File: src/rtl/clk_pkg.sv
// Shared types for the clock board power sequencer: state encoding, registered
// output bundle and small helpers used to size and decode the sequencer.
package clk_pkg;

    localparam int PWR_STATE_W = 3;

    typedef enum logic [PWR_STATE_W-1:0] {
        ST_OFF       = 3'd0,
        ST_OCXO_PWR  = 3'd1,
        ST_PLL_RST   = 3'd2,
        ST_LOCK_WAIT = 3'd3,
        ST_RUN       = 3'd4,
        ST_FAULT     = 3'd5
    } pwr_state_t;

    typedef struct packed {
        logic ocxo_ena;
        logic pll_rst_n;
        logic gps_ena;
        logic dac_ena;
        logic disp_ena;
        logic running;
        logic fault;
    } pwr_out_t;

    // Timing parameters of 0 are treated as 1 so every timed state dwells at least one cycle.
    function automatic int unsigned min1(input int unsigned v);
        return (v == 0) ? 1 : v;
    endfunction

    function automatic pwr_out_t decode_out(input pwr_state_t s);
        pwr_out_t o;
        o = '0;
        case (s)
            ST_OCXO_PWR, ST_PLL_RST: o.ocxo_ena = 1'b1;
            ST_LOCK_WAIT: begin
                o.ocxo_ena  = 1'b1;
                o.pll_rst_n = 1'b1;
            end
            ST_RUN: begin
                o.ocxo_ena  = 1'b1;
                o.pll_rst_n = 1'b1;
                o.gps_ena   = 1'b1;
                o.dac_ena   = 1'b1;
                o.disp_ena  = 1'b1;
                o.running   = 1'b1;
            end
            ST_FAULT: begin
                o.ocxo_ena = 1'b1;
                o.fault    = 1'b1;
            end
            default: o = '0;
        endcase
        return o;
    endfunction

endpackage

File: src/rtl/delay1.sv
// Fixed-length single-bit register pipeline; with CYCLES=2 it serves as a
// two-flop synchroniser for asynchronous status inputs.
module delay1 #(
    parameter int CYCLES = 2
) (
    input  logic clk,
    input  logic rst_n,
    input  logic d_i,
    output logic q_o
);

    logic [CYCLES-1:0] pipe_q;

    always_ff @(posedge clk or negedge rst_n) begin
        if (!rst_n) begin
            pipe_q <= '0;
        end else begin
            pipe_q[0] <= d_i;
            for (int i = 1; i < CYCLES; i++) begin
                pipe_q[i] <= pipe_q[i-1];
            end
        end
    end

    assign q_o = pipe_q[CYCLES-1];

endmodule

File: src/rtl/pwr_seq.sv
// Power-up sequencer: OCXO warm-up, PLL reset pulse, lock supervision with
// bounded re-lock retries, and a sticky fault that only start=0 clears.
module pwr_seq
    import clk_pkg::*;
#(
    parameter int CTR_W       = 24,
    parameter int OCXO_WARM   = 10_000_000,
    parameter int PLL_RST_CYC = 16,
    parameter int LOCK_TMO    = 1_000_000,
    parameter int LOCK_FILT   = 4,
    parameter int MAX_RETRY   = 3
) (
    input  logic                   clk,
    input  logic                   rst_n,
    input  logic                   start,
    input  logic                   locked,
    output logic                   ocxo_ena,
    output logic                   pll_rst_n,
    output logic                   gps_ena,
    output logic                   dac_ena,
    output logic                   disp_ena,
    output logic                   running,
    output logic                   fault,
    output logic [PWR_STATE_W-1:0] state,
    output logic [1:0]             retries
);

    localparam int LF   = int'(min1(LOCK_FILT));
    localparam int UF_W = $clog2(LF + 1);

    localparam logic [CTR_W-1:0] WARM_LD = CTR_W'(min1(OCXO_WARM) - 1);
    localparam logic [CTR_W-1:0] RST_LD  = CTR_W'(min1(PLL_RST_CYC) - 1);
    localparam logic [CTR_W-1:0] TMO_LD  = CTR_W'(min1(LOCK_TMO) - 1);
    localparam logic [UF_W-1:0]  LF_V    = UF_W'(LF);
    localparam logic [1:0]       RETRY_MAX = 2'(MAX_RETRY);

    pwr_state_t       state_q, state_d;
    logic [CTR_W-1:0] ctr_q, ctr_d;
    logic [UF_W-1:0]  ufilt_q, ufilt_d;
    logic [1:0]       retries_q, retries_d;
    pwr_out_t         out_q;
    logic             lock_s;

    // A PLL held in reset cannot be locked; qualifying with the reset output also
    // flushes stale lock out of the synchroniser before each lock wait.
    delay1 #(.CYCLES(2)) u_lock_sync (
        .clk   (clk),
        .rst_n (rst_n),
        .d_i   (locked & out_q.pll_rst_n),
        .q_o   (lock_s)
    );

    always_ff @(posedge clk or negedge rst_n) begin
        if (!rst_n) begin
            state_q   <= ST_OFF;
            ctr_q     <= '0;
            ufilt_q   <= '0;
            retries_q <= '0;
            out_q     <= '0;
        end else begin
            state_q   <= state_d;
            ctr_q     <= ctr_d;
            ufilt_q   <= ufilt_d;
            retries_q <= retries_d;
            out_q     <= decode_out(state_d);
        end
    end

    always_comb begin
        state_d   = state_q;
        ctr_d     = ctr_q;
        ufilt_d   = '0;
        retries_d = retries_q;
        if (!start) begin
            state_d   = ST_OFF;
            ctr_d     = '0;
            retries_d = '0;
        end else begin
            case (state_q)
                ST_OFF: begin
                    state_d = ST_OCXO_PWR;
                    ctr_d   = WARM_LD;
                end
                ST_OCXO_PWR: begin
                    if (ctr_q == '0) begin
                        state_d = ST_PLL_RST;
                        ctr_d   = RST_LD;
                    end else begin
                        ctr_d = ctr_q - CTR_W'(1);
                    end
                end
                ST_PLL_RST: begin
                    if (ctr_q == '0) begin
                        state_d = ST_LOCK_WAIT;
                        ctr_d   = TMO_LD;
                    end else begin
                        ctr_d = ctr_q - CTR_W'(1);
                    end
                end
                ST_LOCK_WAIT: begin
                    if (lock_s) begin
                        state_d = ST_RUN;
                    end else if (ctr_q == '0) begin
                        state_d = ST_FAULT;
                    end else begin
                        ctr_d = ctr_q - CTR_W'(1);
                    end
                end
                ST_RUN: begin
                    if (!lock_s) begin
                        ufilt_d = ufilt_q + UF_W'(1);
                        if (ufilt_d == LF_V) begin
                            ufilt_d = '0;
                            if (retries_q < RETRY_MAX) begin
                                retries_d = retries_q + 2'd1;
                                state_d   = ST_PLL_RST;
                                ctr_d     = RST_LD;
                            end else begin
                                state_d = ST_FAULT;
                            end
                        end
                    end
                end
                ST_FAULT: state_d = ST_FAULT;
                default: begin
                    state_d = ST_OFF;
                    ctr_d   = '0;
                end
            endcase
        end
    end

    assign ocxo_ena  = out_q.ocxo_ena;
    assign pll_rst_n = out_q.pll_rst_n;
    assign gps_ena   = out_q.gps_ena;
    assign dac_ena   = out_q.dac_ena;
    assign disp_ena  = out_q.disp_ena;
    assign running   = out_q.running;
    assign fault     = out_q.fault;
    assign state     = state_q;
    assign retries   = retries_q;

endmodule

File: config.mk
export PLATFORM = sky130hd
export DESIGN_NAME = pwr_seq
export DESIGN_NICKNAME = d
export VERILOG_FILES = /design/src/rtl/clk_pkg.sv /design/src/rtl/delay1.sv /design/src/rtl/pwr_seq.sv
export SDC_FILE = /design/constraint.sdc
export NUM_CORES = 1
export LEC_CHECK = 0
export BUFFER_PORTS_ARGS = -buffer_cell sky130_fd_sc_hd__buf_4
export CAP_MARGIN = 10
export CORE_MARGIN = 10
export CORE_UTILIZATION = 45
export DETAILED_ROUTE_END_ITERATION = 8
export GPL_TIMING_DRIVEN = 0
export PLACE_DENSITY = 0.68
export SLEW_MARGIN = 20
export SYNTH_ARGS = -nofsm -noshare
export SYNTH_HDL_FRONTEND = slang
export SYNTH_SLANG_ARGS = --single-unit
File: constraint.sdc
create_clock -name clk -period 2.59 [get_ports clk]
set_input_delay 0.777 -clock clk [delete_from_list [all_inputs] [get_ports clk]]
set_output_delay 0.777 -clock clk [all_outputs]
set_load 0.01 [all_outputs]
# Word level (Yosys, flattened, before mapping)
# Cells that the tools add are included.
[op_classes]
addsub = 3
magnitude_cmp = 1
eq_ne = 21
muxes = 31
n_bitwise = 1
n_reduce_logical = 6
[op_table]
columns = ["operator", "count"]
rows = [
  ["24-bit two-way mux", 8],
  ["24-bit one-hot mux with 6 select lines", 1],
  ["3-bit two-way mux", 12],
  ["24-bit logical NOT", 1],
  ["24-bit by 1-bit subtractor with 24-bit output, second input constant", 1],
  ["3-bit one-hot mux with 6 select lines", 1],
  ["3-bit == test, second input constant", 5],
  ["3-bit != test, second input constant", 5],
  ["3-bit by 2-bit == test with 1-bit output, second input constant", 4],
  ["2-bit two-way mux", 5],
  ["3-bit by 1-bit == test with 1-bit output, second input constant", 2],
  ["2-bit by 1-bit != test with 1-bit output, second input constant", 3],
  ["6-bit AND reduction", 1],
  ["5-bit OR reduction", 1],
  ["4-bit two-way mux", 1],
  ["2-bit != test, second input constant", 2],
  ["4-bit AND reduction", 1],
  ["3-bit by 1-bit adder with 3-bit output, second input constant", 1],
  ["3-bit logical NOT", 1],
  ["1-bit two-way mux", 3],
  ["2-bit by 1-bit adder with 2-bit output, second input constant", 1],
  ["2-bit < comparator, second input constant", 1],
  ["2-bit OR reduction", 1],
  ["1-bit bitwise AND", 1],
]
[word_totals]
ff_bits = 41
inputBits = 4

# Logic depth before layout (Yosys ltp)
# Gate-level depths: netlist of the first run.
[depth]
depth_word = 9
mapped_depth = 11
depth_no_buf = 10

# By module
# A second synthesis of the first run with hierarchy kept.
[hier_totals]
cells_unflattened = 255
area_unflattened_um2 = 2333.5
[by_module_without_submodules]
columns = ["mod", "instances", "cells_per_inst", "area_each_um2", "seq_area_each_um2"]
rows = [
  ["pwr_seq", 1, 253, 2283.4, 900.9],
  ["delay1", 1, 2, 50.0, 50.0],
]

# Worst setup path before layout of the first run
# No wires, ideal clock.
[synth_path]
kind = "register to register"
start = "reg ctr_q[0]"
end = "reg ctr_q[19]"
arrival_ns = 2.301
t_required_ns = 2.494
setup_slack_ns = 0.194
path_stages_with_launch = 12
n_path_buf = 2
period_less_slack_ns = 2.396
cell_sequence = "dfrtp_1 inv_1 ha_1 nor4b_2 and4_1 buf_4 nand4_4 a31oi_4 nor2b_1 buf_6 o31a_1 a311oi_2"
[synth_via]
elab_chain_len = 5
elab_cells_between_ends = 10
classes_between = "1 x add/sub; 1 x eq/ne; 6 x mux; 2 x reduce/logical"
[synth_rtl]
columns = ["element", "line", "text"]
rows = [
  ["from (decl)", "pwr_seq.sv:38", "logic [CTR_W-1:0] ctr_q, ctr_d;"],
  ["from (signal assigned)", "pwr_seq.sv:62", "ctr_q <= ctr_d;"],
  ["24-bit by 1-bit subtractor with 24-bit output", "pwr_seq.sv:89, pwr_seq.sv:97, pwr_seq.sv:106", ""],
  ["24-bit two-way mux", "pwr_seq.sv:103", "end else if (ctr_q == '0) begin"],
  ["24-bit two-way mux", "pwr_seq.sv:101", "if (lock_s) begin"],
  ["24-bit one-hot mux with 6 select lines", "pwr_seq.sv:79", "case (state_q)"],
  ["24-bit two-way mux", "pwr_seq.sv:74", "if (!start) begin"],
]
# Parallel ways exist; a longest one is shown, timed or not. The select of a mux whose other input is x is not followed.
# A chain may end at the register's enable or synchronous reset.

# Final worst setup path of the first run
[layout_path]
start = "reg ctr_q[15]"
end = "reg ctr_q[19]"
# The elaborated chain is that of the path after synthesis.

==> impl_metrics.tcl, run 1 <==
set metrics [dict create \
    num_io_pins 16 \
    clkSinkCount 38 \
    timing_hold_violations_final 0 \
    path_cells "nor3_2 -> nand3_1 -> nor4_2 -> o21ai_2 -> inv_2 -> buf_2 -> nor2_1 -> a311oi_2" \
    antenna_found_initial 0 \
    cp.required_ns 2.79 \
    cp_slowest_cell "nor3_2" \
    avgSynthCellArea_um2 9.266 \
    power_density_mw_per_mm2 442.6 \
    area_growth_pct 23.34 \
    rsz0062_at_grt "yes" \
    ys_seq_elements 38 \
    critPathKind "register to register" \
    root_buffer "clkbuf_8" \
    cts_tree "yes" \
    met3_usage 0.02906 \
    hpwl_um 4122 \
    use_met2 0.2282 \
    busiest_layer "met2" \
    yosysTopAreaCell "dfrtp_1" \
    insertion_delay_ns 0.29 \
    drc_errors 0 \
    finish.utilization 0.5720 \
    synth_top_area_share 0.4040 \
    finalInstanceArea_mm2 0.002903 \
    portBuffers 14 \
    vias 2182 \
    start_util 0.4638 \
    pwr-share-seq 0.506 \
    diodes 0 \
    crit_path_max_fanout 10 \
    max_freq_mhz 391.9 \
    grt_max_degree 39 \
    syn-num-nets 262 \
    drtAntennaViolNets 0 \
    hold_class "register to register" \
    die_w_um 92.32 \
    fin_nets 300 \
    crit_arrival_ns 2.75 \
    drt_pre_antenna_iters 5 \
    end_kind "register" \
    grt_pass1_wl_um 10140 \
    gr-usage-all-layers 0.1449 \
    synth_commonest_cells "dfrtp_1, nor2_1, nand2_1" \
    core_mm2 0.005075 \
    outcome "finished clean" \
    synth_area_mm2 0.002354 \
    cts_made_buffers 5 \
    slew_headroom 0.3559 \
    ys_types 65 \
    drt_iter0_markers 229 \
    num_rows 26 \
    ys_seq_area_frac 0.4040 \
    dieArea_mm2 0.008523 \
    layout_min_cycle_time_ns 2.552 \
    clockPowerShare 0.332 \
    crit_path_start_kind "register" \
    setup_viol 0 \
    overflow 0 \
    gp_congestion 0.9011 \
    tns_ns 0 \
    hold_buffers 0 \
    peakVddDrop_mv 0.2388 \
    layout-drive-gt1-share 0.2935 \
    synth_cells 254 \
    totalWireLength_um 6286 \
    cts_htree_levels 2 \
    ys_warn_count 0 \
    path_clk_slew_ns 0.08 \
    die_h_um 92.32 \
    synthTopCellsByArea "dfrtp_1, nor2_1, nand2_1" \
    use_met1 0.1899 \
    grt_pass1_vias 2060 \
    finalCritPeriodShare 0.9852 \
    dpl_cell_area_mm2 0.002546 \
    cap_viol_max_count 0 \
    power_mw 1.285 \
    ys.flop_type "dfrtp_1" \
    fin_skew_ns 0.007409 \
    synth.most_common_cell "dfrtp_1" \
    via_per_inst 6.011 \
    synth_edf_count 0 \
    p_leak_nw 1.226 \
    critPathMaxStageDelay_ns 0.46 \
    cts_buffer_depth 2 \
    ys_async_sr_fraction 1.000 \
    slew_violations 0 \
    switchingPower_mw 0.3598 \
    combPwrFrac 0.162 \
    worst_pin_slew_ns 0.9588 \
    swShare 0.2800 \
    p_int_mw 0.9249 \
    wl_per_cell_um 17.32 \
]
[cell usage in the layout, fill, tap and decap left out, drive strengths merged, types with 2 or more instances in the layout]
cell type  count
o22ai          4
o311ai         2
nor2b          3
a211oi         2
xor2           2
nor3          10
o21a           2
nand4          5
and3           3
nor4b          3
clkbuf        13
dfrtp         38
a21oi         12
nor4           7
xnor2          7
o2bb2ai        5
a211o          2
a31oi          6
buf           40
nand3          5
o31ai          4
o31a           2
nor3b          5
o21ai         16
nand2         22
nor2          29
maj3           2
and4           2
and2           4
inv            9
a311o          2
ha             4
nand2b         3
[critical path, delay by kind of cell, from the launching register on]
family / cells / cell delay (ns)
flops: 1 / 0.44
compound gates: 2 / 0.42
simple gates: 4 / 1.07
buf+inv: 2 / 0.52
[final timing paths]
| path | start | endpoint | slack, ns | depth (start not counted) |
|---|---|---|---|---|
| worst min-delay path | u_lock_sync.pipe_q[0] | u_lock_sync.pipe_q[1] | 0.35 | 0 |
| worst min register to register | u_lock_sync.pipe_q[0] | u_lock_sync.pipe_q[1] | 0.35 | 0 |
| worst max-delay path | ctr_q[15] | ctr_q[19] | 0.04 | 8 |
| min in group asynchronous | rst_n | pll_rst_n | 0.44 | 1 |
| worst max register to register | ctr_q[15] | ctr_q[19] | 0.04 | 8 |
| max in group asynchronous | rst_n | ctr_q[11] | 1.78 | 1 |
[area by class of cell]
cell class | instances | area, um2
fill | 458 | 2172
multi-input combinational | 192 | 1409
sequential | 38 | 955.9
timing repair buffer | 33 | 247.7
tap | 70 | 87.58
clock buffer | 7 | 86.33
buffer | 13 | 77.57
inverter | 9 | 33.78
clock inverter | 1 | 5.005
[power by group through the flow]
stage / combinational [mW] / sequential [mW] / clock [mW]
2_1_floorplan: 0.115 / 0.651 / 0
3_3_place_gp: 0.158 / 0.655 / 0
3_5_place_dp: 0.161 / 0.656 / 0
4_1_cts: 0.175 / 0.648 / 0.434
5_1_grt: 0.227 / 0.653 / 0.456
6_report: 0.208 / 0.650 / 0.427
[state kept, by name, indices dropped and copies added (netlist names)]
register            count
ctr_q                  24
dac_ena                 1
fault                   1
ocxo_ena                1
pll_rst_n               1
retries                 2
state                   3
u_lock_sync.pipe_q      2
ufilt_q                 3
[cells by family (layout without fill, tap and decap cells)]
group           after synthesis  after routing  synth area share
fa+ha+maj                     6              6           0.02977
compound gates               70             70            0.2148
flops                        38             38            0.4040
simple gates                106            106            0.2632
buf+inv                      24             63           0.05051
xor+xnor                      9              9           0.03349
mux                           1              1          0.004253
[routing by layer]
layer  wire length, um  vias up
li1                  -     1008
met1              2784     1082
met2              3017       79
met3               373       13
met4               111        0
met5                 0        -
[metrics by stage]
step	hold WS, ns	setup WS, ns	cells
floorplan	0.3312	0.1937	254
global placement	0.3337	-0.2538	338
detailed placement	0.3449	-0.3320	338
CTS	0.3622	0.006912	350
global route	0.3699	-0.05981	363
finish	0.3549	0.03838	363
[repair_timing]
action | in CTS | in global routing
hold endpoints to repair | 0 | 0
pin swaps | 3 | 14
buffers inserted | 4 | 15
gates resized for setup | 11 | 22
setup endpoints to repair | 25 | 22
(Power assumes the default switching activity.)
==> inputs of run 2 (changes only) <==
CORE_UTILIZATION = 55   (was 45)
PLACE_DENSITY = 0.8   (was 0.68)
==> run 2 against run 1 <==
The run now ends with setup timing left. Clock skew shrank 0.0038 ns. Clock-buffer cell count shrank 2. Sequential power is essentially flat. Combinational power grew 5%. Core utilization grew 14 points. Non-clock buffer count is the same. Global-route usage grew 1.8 points. Fmax shrank 1.8%. Worst hold slack gained 0.00084 ns. Die area shrank 14%. Final cell count shrank 5.5%. Critical endpoint is now ctr_q[21]. Largest cell class unchanged. Largest power group unchanged.
==> impl_metrics.tcl, run 2 (synthesis gave the netlist of run 1 again) <==
set metrics [dict create \
    slew_headroom 0.3638 \
    num_rows 23 \
    drt_pre_antenna_iters 5 \
    crit_arrival_ns 2.77 \
    cts_buffer_depth 2 \
    crit_path_max_fanout 6 \
    path_clk_slew_ns 0.07 \
    setup_slack_ns -0.007455 \
    core_mm2 0.004058 \
    hpwl_um 3966 \
    pre_cts_ws_ns -0.2229 \
    grt_max_degree 39 \
    num_io_pins 16 \
    clkSinkCount 38 \
    drtAntennaViolNets 0 \
    overflow 0 \
    insertion_delay_ns 0.30 \
    die_h_um 85.42 \
    cts_tree "yes" \
    totalWireLength_um 6245 \
    clockPowerShare 0.363 \
    critPathKind "register to register" \
    fin_nets 300 \
    portBuffers 14 \
    power_density_mw_per_mm2 470.5 \
    grt_pass1_wl_um 9887 \
    start_util 0.5800 \
    switchingPower_mw 0.3628 \
    final_common_cell "buf_4" \
    multi_input_area_mm2 0.001388 \
    whs_ns 0.3558 \
    fillers 308 \
    layout_min_cycle_time_ns 2.597 \
    final_cell_mix "buf_4, dfrtp_1, nor2_1, nand2_1" \
    wl_per_cell_um 18.21 \
    outcome "complete, but fails checks" \
    timing_hold_violations_final 0 \
    crit_path_start_kind "register" \
    met1_length_um 2679 \
    gp_congestion 0.8651 \
    max_freq_mhz 385.0 \
    worst_pin_slew_ns 0.9470 \
    p_leak_nw 1.237 \
    dieArea_mm2 0.007296 \
    hold_class "register to register" \
    layout-drive-gt1-share 0.2765 \
    highest_layer "met4" \
    setup_viol 1 \
    violations "setup timing" \
    drt_iter0_markers 357 \
    grt_pass1_vias 1946 \
    end_kind "register" \
    swShare 0.2657 \
    largest_reg_flops 24 \
    cp.required_ns 2.76 \
    vias 2205 \
    fin_skew_ns 0.003612 \
    peakVddDrop_mv 0.3824 \
    final_cells 343 \
    area_growth_pct 23.29 \
    met3WireLength_um 449 \
    regArea_um2 955.9 \
    root_buffer "clkbuf_8" \
    placedCellCount 318 \
    registers.top_by_ff_count "ctr_q" \
    pwr-share-seq 0.476 \
    cap_viol_max_count 0 \
    drc_errors 0 \
    p_int_mw 1.003 \
    cts_htree_levels 2 \
    gr-usage-all-layers 0.1630 \
    antenna_found_initial 0 \
    combPwrFrac 0.161 \
    finalCritPeriodShare 1.003 \
    power_mw 1.365 \
    diodes 0 \
    slew_violations 0 \
    via_per_inst 6.429 \
    met2_length_um 2994 \
    cts_made_buffers 5 \
    die_w_um 85.42 \
]
[run 2: cell types whose count changed in the layout (fill, tap and decap cells not counted), sizes merged]
cell and delta:
buf -1, clkbuf -1, bufinv +1, clkinv +1
[run 2: layout make-up]
type                    count  share of cell area
multi-input cells         192              0.4782
flip-flops and latches     38              0.3295
repair buffers             33             0.09401
plain buffers              13             0.02760
clock buffers               5             0.02372
well taps                  50             0.02156
clock inverters             3             0.01380
inverters                   9             0.01164
[run 2: critical path: stages (launching register included)]
cell	delay, ns
dfrtp_2	0.44
nor3_4	0.26
nand3_2	0.17
or4_4	0.49
or4b_4	0.56
o311ai_1	0.30
o21ai_1	0.12
o2bb2ai_1	0.14
[run 2: path summary, 6_finish.rpt]
kind / startpoint / cells past startpoint / slack [ns] / endpoint
setup / recovery: ctr_q[6] / 7 / -0.007 / ctr_q[21]
hold / removal: u_lock_sync.pipe_q[0] / 0 / 0.36 / u_lock_sync.pipe_q[1]
setup reg to reg: ctr_q[6] / 7 / -0.007 / ctr_q[21]
hold reg to reg: u_lock_sync.pipe_q[0] / 0 / 0.36 / u_lock_sync.pipe_q[1]
max in group asynchronous: rst_n / 1 / 1.79 / ctr_q[6]
min in group asynchronous: rst_n / 1 / 0.44 / u_lock_sync.pipe_q[0]
[run 2: power groups by stage]
stage / Clock [mW] / Sequential, mW / Combinational [mW]
global placement: 0 / 0.655 / 0.156
floorplan: 0 / 0.651 / 0.115
global route: 0.531 / 0.654 / 0.238
detailed placement: 0 / 0.655 / 0.159
CTS: 0.503 / 0.647 / 0.171
finish: 0.496 / 0.650 / 0.219
[run 2: what timing repair did]
item / CTS / global route
buffers inserted: 3 / 16
pin swaps: 4 / 11
hold buffers: 0 / 0
gates cloned: 0 / 0
gates resized for setup: 11 / 17
endpoints found under the setup margin: 24 / 22
[run 2: per-layer routing]
metal,up-vias,GRT usage
met3,17,0.04015
met5,-,0
met1,1065,0.2122
met2,110,0.2602
met4,0,0.04491
li1,1013,-
[run 2: through the flow]
| stage | utilization | area, um2 | TNS [ns] |
|---|---|---|---|
| final | 0.7151 | 2902 | -0.007455 |
| after global routing | 0.7151 | 2902 | -0.3068 |
| after CTS | 0.6648 | 2698 | 0 |
| after detailed placement | 0.6213 | 2521 | -3.263 |
| after global placement | 0.6213 | 2521 | -2.922 |
| after floorplan | - | 2354 | 0 |
==> inputs of run 3 (changes only) <==
CELL_PAD_IN_SITES_DETAIL_PLACEMENT = 0   (was unset)
CELL_PAD_IN_SITES_GLOBAL_PLACEMENT = 1   (was unset)
CORE_UTILIZATION = 47   (was 55)
PLACE_DENSITY = 0.86   (was 0.8)
==> run 3 against run 2 <==
Worst hold slack gained 0.0079 ns. Core utilization shrank 14 points. Sequential power about the same. Fmax grew 4.3%. Critical endpoint unchanged. Register-to-register slack better by 0.11 ns. The run now ends clean.
==> impl_metrics.tcl, run 3 (synthesis gave the netlist of run 1 again) <==
set metrics [dict create \
    placedCellCount 335 \
    finalCritPeriodShare 0.9611 \
    largest_reg_flops 24 \
    cts_tree "yes" \
    hold_class "register to register" \
    slew_headroom 0.3941 \
    fin_skew_ns 0.002949 \
    dieArea_mm2 0.008238 \
    critPathMaxStageDelay_ns 0.58 \
    cp_slowest_cell "or4b_4" \
    vias 2047 \
    crit_path_start_kind "register" \
    whs_ns 0.3637 \
    num_io_pins 16 \
    start_util 0.4918 \
    setup_viol 0 \
    end_kind "register" \
    cap_viol_max_count 0 \
    cts_htree_levels 2 \
    grt_pass1_wl_um 10040 \
    final_cell_mix "dfrtp_1, nor2_1, buf_4, nand2_1, a21oi_1" \
    critPathBufInv 0 \
    root_buffer "clkbuf_8" \
    drtAntennaViolNets 0 \
    grt_max_degree 39 \
    registers.top_by_ff_count "ctr_q" \
    wl_per_cell_um 17.00 \
    tns_ns 0 \
    cp_top_family "simple AND/OR/NAND/NOR gates" \
    die_w_um 90.77 \
    regArea_um2 953.4 \
    gp_congestion 0.8399 \
    crit_path_max_fanout 6 \
    area_growth_pct 17.28 \
    finish.utilization 0.5767 \
    power_density_mw_per_mm2 441.5 \
    diodes 0 \
    final_cells 344 \
    power_mw 1.218 \
    rsz0062_at_grt "yes" \
    finalInstanceArea_mm2 0.002760 \
    cts_made_buffers 5 \
    cp.required_ns 2.76 \
    crit_arrival_ns 2.66 \
    overflow 0 \
    final_common_cell "dfrtp_1" \
    pre_cts_ws_ns -0.2978 \
    grt_pass1_vias 1988 \
    gr-usage-all-layers 0.1467 \
    die_h_um 90.77 \
    portBuffers 14 \
    layout_min_cycle_time_ns 2.489 \
    drt_iter0_markers 123 \
    multi_input_area_mm2 0.001400 \
    setup_slack_ns 0.1007 \
    num_rows 25 \
    max_freq_mhz 401.7 \
    cts_buffer_depth 2 \
    drt_pre_antenna_iters 4 \
    antenna_found_initial 0 \
    worst_pin_slew_ns 0.9046 \
    p_leak_nw 1.137 \
    path_cells "nor3_4 -> nand3_2 -> or4_4 -> or4b_4 -> o311ai_2 -> o21ai_1 -> o2bb2ai_1" \
    clkSinkCount 38 \
    fillers 441 \
    fin_nets 285 \
    totalWireLength_um 5848 \
    peakVddDrop_mv 0.2445 \
    core_mm2 0.004786 \
    slew_violations 0 \
    dpl_cell_area_mm2 0.002542 \
    outcome "finished clean" \
    via_per_inst 5.951 \
    drc_errors 0 \
    layout-drive-gt1-share 0.2274 \
    path_clk_slew_ns 0.07 \
    timing_hold_violations_final 0 \
    insertion_delay_ns 0.29 \
    hpwl_um 4101 \
    critPathKind "register to register" \
]
==> run 3: cell types whose count changed in the layout (fill, tap and decap cells not counted), moves of 2 or more <==
cell      previous run  this run
dfrtp_2              4         2
clkbuf_1             5         7
clkinv_2             2         0
nor4_2               2         0
buf_12               2         0
dfrtp_1             34        36
buf_4               35        22
==> run 3: routing by layer <==
metal	vias up	track usage	wire length [um]
met5	-	0	0
met4	0	0.04509	123
met3	12	0.03325	345
met2	53	0.2356	2763
met1	999	0.1896	2616
li1	983	-	-
==> run 3: cell type report <==
class,count,share of cell area
well taps,67,0.03037
plain buffers,13,0.02811
clock buffers,7,0.02765
flip-flops and latches,38,0.3454
multi-input cells,192,0.5073
inverters,9,0.01224
repair buffers,18,0.04896
==> run 3: worst paths after layout <==
check	slack, ns	to	cells past startpoint	startpoint
max	0.10	ctr_q[21]	7	ctr_q[3]
min	0.36	u_lock_sync.pipe_q[1]	0	u_lock_sync.pipe_q[0]
max reg2reg	0.10	ctr_q[21]	7	ctr_q[3]
min reg2reg	0.36	u_lock_sync.pipe_q[1]	0	u_lock_sync.pipe_q[0]
max in group asynchronous	1.79	ctr_q[4]	1	rst_n
min in group asynchronous	0.44	ufilt_q[0]	1	rst_n
==> run 3: timing repair <==
item                                    CTS  global route
cloned                                    0             0
pin swaps                                 3             9
setup buffers                             0             4
hold buffers                              0             0
gates resized for setup                  12            17
endpoints found under the setup margin   24            24
==> run 3: where the power goes <==
part           internal [mW]  switching, mW
combinational         0.0785          0.102
clock                  0.185          0.202
sequential             0.615         0.0350
